$ cat config.mk
export PLATFORM = sky130hd
export DESIGN_NAME = uart_cmd_engine_flat
export DESIGN_NICKNAME = d
export VERILOG_FILES = /design/src/rtl/uart_pkg.sv /design/src/rtl/uart_cmd_engine_if.sv /design/src/rtl/uart_timeout_cnt.sv /design/src/rtl/uart_cmd_engine.sv /design/src/flat_wrapper.sv
export SDC_FILE = /design/constraint.sdc
export NUM_CORES = 1
export LEC_CHECK = 0
export ABC_AREA = 1
export CAP_MARGIN = 15
export CORE_MARGIN = 5
export CORE_UTILIZATION = 46
export DETAILED_ROUTE_END_ITERATION = 7
export GPL_TIMING_DRIVEN = 0
export HOLD_SLACK_MARGIN = 0.08
export PLACE_DENSITY = 0.76
export SLEW_MARGIN = 10
export SYNTH_ARGS = -nofsm -noshare
export SYNTH_HDL_FRONTEND = slang
export SYNTH_HIERARCHICAL = 1
export SYNTH_SLANG_ARGS = --single-unit
$ cat constraint.sdc
create_clock -name clk -period 1.8 [get_ports clk]
set_input_delay 0.36 -clock clk [delete_from_list [all_inputs] [get_ports clk]]
set_output_delay 0.36 -clock clk [all_outputs]
set_load 0.05 [all_outputs]
$ cat src/rtl/uart_pkg.sv
// rtl/uart_pkg.sv - shared FSM encoding and width helpers for the UART command engine.
package uart_pkg;

  localparam logic [2:0] ST_IDLE    = 3'd0;
  localparam logic [2:0] ST_TX_SEND = 3'd1;
  localparam logic [2:0] ST_TX_WAIT = 3'd2;
  localparam logic [2:0] ST_RX_WAIT = 3'd3;
  localparam logic [2:0] ST_DONE    = 3'd4;

  function automatic int cmd_w(input int data_width, input int cmd_bytes);
    return data_width * cmd_bytes;
  endfunction

  function automatic int rsp_w(input int data_width, input int rd_bytes);
    return data_width * rd_bytes;
  endfunction

  // One counter serves both the TX and RX phases, so it must cover the longer one.
  function automatic int cnt_w(input int cmd_bytes, input int rd_bytes);
    return $clog2(((cmd_bytes > rd_bytes) ? cmd_bytes : rd_bytes) + 1);
  endfunction

  function automatic int to_w(input int timeout_cycles);
    return $clog2(timeout_cycles);
  endfunction

  function automatic int default_timeout(input int sys_clk_freq, input int bps);
    return 20 * sys_clk_freq / bps;
  endfunction

endpackage

$ cat src/rtl/uart_cmd_engine_if.sv
// rtl/uart_cmd_engine_if.sv - host command, response and UART byte-engine signals of the command engine.
interface uart_cmd_engine_if #(
  parameter int DATA_WIDTH = 8,
  parameter int CMD_BYTES  = 2,
  parameter int RD_BYTES   = 1
);
  import uart_pkg::*;

  logic [cmd_w(DATA_WIDTH, CMD_BYTES)-1:0] cmd;
  logic                                    uart_valid;
  logic                                    uart_ready;
  logic [rsp_w(DATA_WIDTH, RD_BYTES)-1:0]  read_data;
  logic                                    read_valid;
  logic                                    rd_timeout;
  logic                                    cmd_done;
  logic [DATA_WIDTH-1:0]                   tx_data;
  logic                                    tx_en;
  logic                                    tx_done;
  logic [DATA_WIDTH-1:0]                   rx_data;
  logic                                    rx_done;

  modport master (
    output cmd, uart_valid, tx_done, rx_data, rx_done,
    input  uart_ready, read_data, read_valid, rd_timeout, cmd_done, tx_data, tx_en
  );

  modport slave (
    input  cmd, uart_valid, tx_done, rx_data, rx_done,
    output uart_ready, read_data, read_valid, rd_timeout, cmd_done, tx_data, tx_en
  );

endinterface

$ cat src/rtl/uart_timeout_cnt.sv
// rtl/uart_timeout_cnt.sv - saturating idle counter; expire flags the last allowed idle cycle.
module uart_timeout_cnt
  import uart_pkg::*;
#(
  parameter int TIMEOUT_CYCLES = 16
) (
  input  logic clk,
  input  logic rst,
  input  logic clr,
  input  logic en,
  output logic expire
);

  localparam int             W    = to_w(TIMEOUT_CYCLES);
  localparam logic [W-1:0]   LAST = W'(TIMEOUT_CYCLES - 1);

  logic [W-1:0] cnt;

  always_ff @(posedge clk) begin
    if (rst || clr) begin
      cnt <= '0;
    end else if (en && (cnt != LAST)) begin
      cnt <= cnt + 1'b1;
    end
  end

  assign expire = en && (cnt == LAST);

endmodule

$ cat src/rtl/uart_cmd_engine.sv
// rtl/uart_cmd_engine.sv - serialises a command packet MSByte-first to UART TX and collects read responses from RX.
module uart_cmd_engine
  import uart_pkg::*;
#(
  parameter int DATA_WIDTH     = 8,
  parameter int CMD_BYTES      = 2,
  parameter int RD_BYTES       = 1,
  parameter int BPS            = 115_200,
  parameter int SYS_CLK_FREQ   = 50_000_000,
  parameter int TIMEOUT_CYCLES = default_timeout(SYS_CLK_FREQ, BPS)
) (
  input logic              clk,
  input logic              rst,
  uart_cmd_engine_if.slave bus
);

  localparam int CW = cmd_w(DATA_WIDTH, CMD_BYTES);
  localparam int RW = rsp_w(DATA_WIDTH, RD_BYTES);
  localparam int NW = cnt_w(CMD_BYTES, RD_BYTES);

  logic [2:0]    state;
  logic [CW-1:0] shreg;
  logic [RW-1:0] rsp;
  logic [RW-1:0] rsp_next;
  logic [RW-1:0] read_data_q;
  logic [NW-1:0] byte_cnt;
  logic          is_read;
  logic          rd_ok;
  logic          tx_last;
  logic          rx_last;
  logic          to_expire;

  assign tx_last  = (byte_cnt == NW'(CMD_BYTES - 1));
  assign rx_last  = (byte_cnt == NW'(RD_BYTES - 1));
  assign rsp_next = (rsp << DATA_WIDTH) | RW'(bus.rx_data);

  // Held in reset outside RX_WAIT, so entering RX_WAIT always starts from zero.
  uart_timeout_cnt #(
    .TIMEOUT_CYCLES(TIMEOUT_CYCLES)
  ) u_timeout (
    .clk   (clk),
    .rst   (rst),
    .clr   ((state != ST_RX_WAIT) || bus.rx_done),
    .en    (state == ST_RX_WAIT),
    .expire(to_expire)
  );

  always_ff @(posedge clk) begin
    if (rst) begin
      state       <= ST_IDLE;
      shreg       <= '0;
      rsp         <= '0;
      read_data_q <= '0;
      byte_cnt    <= '0;
      is_read     <= 1'b0;
      rd_ok       <= 1'b0;
    end else begin
      rd_ok <= 1'b0;
      case (state)
        ST_IDLE: begin
          if (bus.uart_valid) begin
            shreg    <= bus.cmd;
            is_read  <= ~bus.cmd[CW-1];
            byte_cnt <= '0;
            state    <= ST_TX_SEND;
          end
        end
        ST_TX_SEND: state <= ST_TX_WAIT;
        ST_TX_WAIT: begin
          if (bus.tx_done) begin
            shreg <= shreg << DATA_WIDTH;
            if (tx_last) begin
              byte_cnt <= '0;
              state    <= is_read ? ST_RX_WAIT : ST_DONE;
            end else begin
              byte_cnt <= byte_cnt + 1'b1;
              state    <= ST_TX_SEND;
            end
          end
        end
        ST_RX_WAIT: begin
          // A byte arriving in the expiry cycle takes priority over the timeout.
          if (bus.rx_done) begin
            rsp <= rsp_next;
            if (rx_last) begin
              read_data_q <= rsp_next;
              rd_ok       <= 1'b1;
              state       <= ST_DONE;
            end else begin
              byte_cnt <= byte_cnt + 1'b1;
            end
          end else if (to_expire) begin
            state <= ST_DONE;
          end
        end
        ST_DONE: state <= ST_IDLE;
        default: state <= ST_IDLE;
      endcase
    end
  end

  assign bus.uart_ready = (state == ST_IDLE) & ~rst;
  assign bus.tx_en      = (state == ST_TX_SEND);
  assign bus.tx_data    = shreg[CW-1 -: DATA_WIDTH];
  assign bus.read_valid = rd_ok;
  assign bus.read_data  = read_data_q;
  assign bus.cmd_done   = (state == ST_DONE);
  assign bus.rd_timeout = (state == ST_RX_WAIT) & to_expire & ~bus.rx_done & ~rst;

endmodule

$ cat src/flat_wrapper.sv
// flat-port wrapper written by rule: the top's interface ports become plain ports
module uart_cmd_engine_flat import uart_pkg::*;
#(
  parameter int DATA_WIDTH     = 8,
  parameter int CMD_BYTES      = 2,
  parameter int RD_BYTES       = 1,
  parameter int BPS            = 115_200,
  parameter int SYS_CLK_FREQ   = 50_000_000,
  parameter int TIMEOUT_CYCLES = default_timeout(SYS_CLK_FREQ, BPS)
)
  (clk, rst, bus_cmd, bus_uart_valid, bus_tx_done, bus_rx_data, bus_rx_done, bus_uart_ready, bus_read_data, bus_read_valid, bus_rd_timeout, bus_cmd_done, bus_tx_data, bus_tx_en);
  uart_cmd_engine_if #(.DATA_WIDTH(DATA_WIDTH), .CMD_BYTES(CMD_BYTES), .RD_BYTES(RD_BYTES)) bus_i ();
  input logic clk;
  input logic rst;
  input wire logic [$bits(bus_i.cmd)-1:0] bus_cmd;
  input wire logic [$bits(bus_i.uart_valid)-1:0] bus_uart_valid;
  input wire logic [$bits(bus_i.tx_done)-1:0] bus_tx_done;
  input wire logic [$bits(bus_i.rx_data)-1:0] bus_rx_data;
  input wire logic [$bits(bus_i.rx_done)-1:0] bus_rx_done;
  output wire logic [$bits(bus_i.uart_ready)-1:0] bus_uart_ready;
  output wire logic [$bits(bus_i.read_data)-1:0] bus_read_data;
  output wire logic [$bits(bus_i.read_valid)-1:0] bus_read_valid;
  output wire logic [$bits(bus_i.rd_timeout)-1:0] bus_rd_timeout;
  output wire logic [$bits(bus_i.cmd_done)-1:0] bus_cmd_done;
  output wire logic [$bits(bus_i.tx_data)-1:0] bus_tx_data;
  output wire logic [$bits(bus_i.tx_en)-1:0] bus_tx_en;
  assign bus_i.cmd = bus_cmd;
  assign bus_i.uart_valid = bus_uart_valid;
  assign bus_i.tx_done = bus_tx_done;
  assign bus_i.rx_data = bus_rx_data;
  assign bus_i.rx_done = bus_rx_done;
  assign bus_uart_ready = bus_i.uart_ready;
  assign bus_read_data = bus_i.read_data;
  assign bus_read_valid = bus_i.read_valid;
  assign bus_rd_timeout = bus_i.rd_timeout;
  assign bus_cmd_done = bus_i.cmd_done;
  assign bus_tx_data = bus_i.tx_data;
  assign bus_tx_en = bus_i.tx_en;
  uart_cmd_engine #(.DATA_WIDTH(DATA_WIDTH), .CMD_BYTES(CMD_BYTES), .RD_BYTES(RD_BYTES), .BPS(BPS), .SYS_CLK_FREQ(SYS_CLK_FREQ), .TIMEOUT_CYCLES(TIMEOUT_CYCLES)) u_core (.clk(clk), .rst(rst), .bus(bus_i));
endmodule
==> results_dict.tcl, run 1 <==
set metrics [dict create \
    relSlewSlack_pct 65.0 \
    remaining_drc_errors 0 \
    start_util_pct 46.8 \
    crit_type "in2out" \
    antenna_cells 0 \
    finalInstanceArea_um2 3220 \
    run_status "finished, violations left" \
    cts_max_level 2 \
    synth_cells 350 \
    clkSlewWorstSetupHoldPaths_ns 0.08 \
    worstMarginPinSlew_ns 0.526 \
    slew_violations 0 \
    r2r_slack_ns 0.15 \
    crit_path_start "rst" \
    post-dp-hpwl_um 4150 \
    syn_nets 383 \
    final_util_pct 63.5 \
    cp_max_fo 13 \
    post_drt_wl_per_cell_um 11.9 \
    p_leak_nw 1.40 \
    nets 450 \
    ant_nets 0 \
    numCtsBuffers 5 \
    gr-total-overflow 0 \
    port_buffers 49 \
    grt_max_degree 15 \
    r2r-end "u_core/u_timeout/cnt[8]" \
    p_total_mw 3.27 \
    firstDrtPassIters 4 \
    final_cells 488 \
    clock_latency_ns 0.29 \
    floorplan.rows 26 \
    io_pins 50 \
    finalCriticalPeriod_ns 1.91 \
    synth_area_um2 2370 \
    whs_ns 0.462 \
    place_inst 469 \
    fmax_ghz 0.523 \
    irDropWorstVdd_mv 0.701 \
    first_iter_violations 80 \
    grt_pass1_wl_um 9560 \
    ys_seq_area_share_pct 37.9 \
    cts.sinks 45 \
    grtUsageTotal_pct 18.0 \
    grt_setup_unrepaired "yes" \
    arrival_ns 1.55 \
    fin_skew_ns 0.00587 \
    cts_buffer_depth 2 \
    synth_top_cell_by_area "dfxtp_1" \
    critPathLaunchType "primary input" \
    ff2ff_path_depth 8 \
    cts_tree "built" \
    grt_pass1_vias 2179 \
    antenna_found_initial 0 \
    worst_slack_ns -0.114 \
    drive_above_1_share_pct 19.6 \
    post_dp_cell_area_um2 2960 \
    gp_congestion 0.792 \
    post-route-period-util_pct 106 \
    crit_required_ns 1.44 \
    finalSetupViolations 1 \
    yosysWarnings 6 \
    vias 2317 \
    drt_wl_total_um 5790 \
    syn_area_per_cell_um2 6.79 \
    violations "negative setup slack" \
    p_per_area_nw_per_um2 1010 \
    worst_setup_path_end_kind "primary output" \
    core_area_um2 5070 \
    critPathCapture "bus_rd_timeout" \
    synthDistinctLibCells 27 \
    min_path_type "reg2reg" \
    hold_viol 0 \
    fp.dieH_um 81.9 \
    drv_cap 0 \
    rr_startpoint "u_core/state[1]" \
    ctsRootBufferMaster "clkbuf_8" \
    die_area_um2 6700 \
    die_w_um 81.9 \
    viasPerCell 4.75 \
    ys_ff_latch 45 \
    yosysTopAreaCellShare_pct 37.9 \
    areaGrowthSynthToFinish_pct 35.7 \
    ys_top_cells_by_area "dfxtp_1, nand2_1, nor2_1, a21oi_1, o21ai_0" \
]
[sequential cells by signal, summed over array words and instances, names as in the netlist]
signal and count:
u_core/u_timeout/cnt 14, u_core/shreg 16, u_core/bus.read_valid 1, u_core/bus.read_data 8, u_core/is_read 1, u_core/byte_cnt 2
u_core/state 3
[layer usage]
layer | up-vias | share of wire, % | track usage (%) | wire length (um)
met5 | - | 0 | 0 | 0
met4 | 0 | 0.76 | 5.65 | 44
met3 | 4 | 4.0 | 3.18 | 229
met2 | 52 | 52 | 33.8 | 3000
met1 | 1029 | 43 | 20.4 | 2520
li1 | 1232 | - | - | -
[worst min-delay path by stage]
stage | startpoint | endpoint | slack, ns | cells after the start
after floorplan | rst | u_core/shreg[0] | 0.43 | 1
after global placement | u_core/shreg[2] | u_core/shreg[2] | 0.45 | 2
after detailed placement | u_core/shreg[7] | u_core/shreg[7] | 0.45 | 2
after CTS | u_core/shreg[7] | u_core/shreg[7] | 0.46 | 2
after global routing | u_core/shreg[2] | u_core/shreg[2] | 0.49 | 2
final | u_core/shreg[7] | u_core/shreg[7] | 0.46 | 2
[cells by family (layout without fill, tap and decap cells)]
logic type,Yosys count,after routing,synth area share (%)
and+or+nand+nor,189,189,35.2
buffers and inverters,54,122,11.5
AOI/OAI and AO/OA,52,52,11.0
DFF,45,45,37.9
xor gates and xnor gates,6,6,2.21
adders and majority gates,4,4,2.11
[layout by cell type (no fill, tap or decap), types with 3 or more instances in the layout]
master	count
dlygate4sd2_1	17
clkdlybuf4s50_1	28
inv_2	4
nor2_1	55
nand3_1	17
ha_1	3
o21ai_0	24
nor2_2	5
dfxtp_1	34
dfxtp_2	9
xor2_1	5
a21oi_1	27
clkbuf_8	7
buf_6	6
nand2_2	5
nand2_1	84
inv_1	28
nand3_2	4
nor2_4	4
nand4_1	7
buf_4	25
[what timing repair did]
action,CTS,global route
resized for setup,73,6
setup endpoints to repair,34,15
pin swaps,5,4
hold buffers,0,0
hold endpoints to repair,0,0
buffers inserted,11,2
[stage by stage]
stage,TNS [ns],worst slack (ns)
finish,-0.114,-0.114
global route,-0.285,-0.196
CTS,-0.122,-0.122
detailed placement,-4.51,-0.944
global placement,-4.26,-0.926
floorplan,-0.541,-0.285
[where the power goes]
part	internal, mW	switching, mW
registers	1.12	0.0827
logic	0.478	0.791
clock network	0.452	0.345
total	2.05	1.22
[critical path, cell delays in order]
cell and delay (ns):
clkdlybuf4s50_1 0.47, inv_1 0.32, nand2_1 0.11, nor2_2 0.13, buf_6 0.16
[cell type report]
cell class                 instances  area, um2
fill                             488       1850
multi-input combinational        251       1250
sequential                        45        920
timing repair buffer              62        561
buffer                            18        154
inverter                          34        129
tap                               70       87.6
clock buffer                       6       82.6
clock inverter                     2       37.5
[synthesized netlist by cell type]
cell and count:
nand2_1 88, nor2_1 58, dfxtp_1 45, inv_1 29, a21oi_1 27, o21ai_0 24
nand3_1 18, buf_4 10, nand4_1 7, xor2_1 5, buf_6 4, clkbuf_1 4
ha_1 4, inv_2 3, nand3_2 3, nor2_2 3, nor2_4 3, nor3_1 3
buf_2 2, clkinv_1 2, nand2_2 2, nand2_4 1, nand3_4 1, nor2b_1 1
nor3_2 1, o22ai_1 1, xnor2_1 1
(Power assumes the default switching activity.)
==> run 2, diff against run 1 <==
SKIP_CTS_REPAIR_TIMING = 1   (was default)
==> results_dict.tcl, run 2 (synthesized netlist as in run 1, its figures left out) <==
set metrics [dict create \
    p_per_area_nw_per_um2 993 \
    firstDrtPassIters 5 \
    cts_max_level 2 \
    arrival_ns 1.59 \
    drv_cap 0 \
    ff2ff_path_depth 8 \
    first_iter_violations 108 \
    post-route-period-util_pct 108 \
    core_area_um2 5070 \
    floorplan.rows 26 \
    largest_register_ffs 16 \
    start_util_pct 46.8 \
    drive_above_1_share_pct 19.7 \
    gp_congestion 0.792 \
    relSlewSlack_pct 64.3 \
    cts_tree "built" \
    grt_pass1_wl_um 8940 \
    worst_setup_path_end_kind "primary output" \
    post-place-ws_ns -0.944 \
    p_leak_nw 1.62 \
    nets 454 \
    fmax_ghz 0.512 \
    fin_setup_tns_ns -0.162 \
    min_path_type "reg2reg" \
    power.internal_mw 2.08 \
    pwr-share-seq_pct 36.2 \
    areaGrowthSynthToFinish_pct 39.4 \
    antenna_cells 0 \
    power.switching_mw 1.21 \
    critPathCapture "bus_rd_timeout" \
    cts.sinks 45 \
    crit_path_start "u_core/state[1]" \
    final_common_cell "nand2_1" \
    comb_power_share_pct 39.6 \
    finalSetupViolations 2 \
    p_sw_share_pct 36.8 \
    crit_required_ns 1.44 \
    post_drt_wl_per_cell_um 11.6 \
    finalCriticalPeriod_ns 1.95 \
    die_w_um 81.9 \
    drt_wl_total_um 5710 \
    grt_max_degree 15 \
    vias 2323 \
    r2r_slack_ns 0.15 \
    nFillCells 472 \
    rr_startpoint "u_core/state[1]" \
    finalInstanceArea_um2 3310 \
    slew_violations 0 \
    final_util_pct 65.2 \
    ctsRootBufferMaster "clkbuf_8" \
    io_pins 50 \
    die_area_um2 6700 \
    numCtsBuffers 5 \
    clkPwrFrac_pct 24.1 \
    fin_skew_ns 0.00672 \
    clock_latency_ns 0.29 \
    irDropWorstVdd_mv 0.660 \
    fp.dieH_um 81.9 \
    post_dp_cell_area_um2 2960 \
    grt_setup_unrepaired "yes" \
    gr-total-overflow 0 \
    critPathLaunchType "flop" \
    remaining_drc_errors 0 \
    post-dp-hpwl_um 4150 \
    cp_max_fo 6 \
    ant_nets 0 \
    violations "negative setup slack" \
    worst_slack_ns -0.153 \
    run_status "finished, violations left" \
    regMostFlops "u_core/shreg" \
    hold_viol 0 \
    clkSlewWorstSetupHoldPaths_ns 0.08 \
    cts_buffer_depth 2 \
    viasPerCell 4.72 \
    antenna_found_initial 0 \
    port_buffers 49 \
    grtUsageTotal_pct 16.8 \
    r2r-end "u_core/u_timeout/cnt[3]" \
    layout_common_cells "nand2_1, nor2_1, dfxtp_1" \
    grt_pass1_vias 2037 \
    crit_type "reg2out" \
    worstMarginPinSlew_ns 0.535 \
]
## run 2: layer usage
| metal | GRT usage [%] | vias up | part of all wire [%] |
|---|---|---|---|
| met4 | 4.49 | 0 | 0.84 |
| met5 | 0 | - | 0 |
| met3 | 3.18 | 4 | 3.6 |
| met2 | 30.3 | 56 | 52 |
| li1 | - | 1242 | - |
| met1 | 20.2 | 1021 | 44 |
## run 2: stage by stage
stage | hold WS (ns) | std cells | power, mW
after floorplan | 0.429 | 350 | 2.14
after global placement | 0.448 | 469 | 2.48
after detailed placement | 0.452 | 469 | 2.50
after CTS | 0.463 | 477 | 3.30
after global routing | 0.492 | 492 | 3.49
final | 0.464 | 492 | 3.29
## run 2: worst max-delay path: stages (launching register included)
cell     delay, ns
dfxtp_1       0.33
buf_6         0.12
nand2_2       0.07
nor2_4        0.16
buf_6         0.13
inv_1         0.06
nor2_4        0.10
nand2_1       0.06
nor2_2        0.11
buf_6         0.16
## run 2: worst min-delay path by stage
stage	end	startpoint	slack [ns]	depth (start not counted)
3_3_place_gp	u_core/shreg[2]	u_core/shreg[2]	0.45	2
2_1_floorplan	u_core/shreg[0]	rst	0.43	1
6_report	u_core/shreg[7]	u_core/shreg[7]	0.46	2
4_1_cts	u_core/shreg[7]	u_core/shreg[7]	0.46	2
3_5_place_dp	u_core/shreg[7]	u_core/shreg[7]	0.45	2
5_1_grt	u_core/shreg[2]	u_core/shreg[2]	0.49	2
## run 2: area by class of cell
class / count / area, um2 / area share, %
multi-input combinational: 251 / 1240 / 37.6
clock inverter: 2 / 37.5 / 1.13
timing repair buffer: 65 / 647 / 19.5
tap: 70 / 87.6 / 2.65
inverter: 34 / 128 / 3.85
buffer: 19 / 160 / 4.84
clock buffer: 6 / 82.6 / 2.49
sequential: 45 / 925 / 27.9
## run 2: power by group through the flow
stage	registers, mW	logic [mW]	clock network (mW)
after detailed placement	1.22	1.28	0
final	1.19	1.30	0.794
after global routing	1.21	1.43	0.858
after CTS	1.19	1.29	0.824
after floorplan	1.23	0.912	0
after global placement	1.21	1.27	0
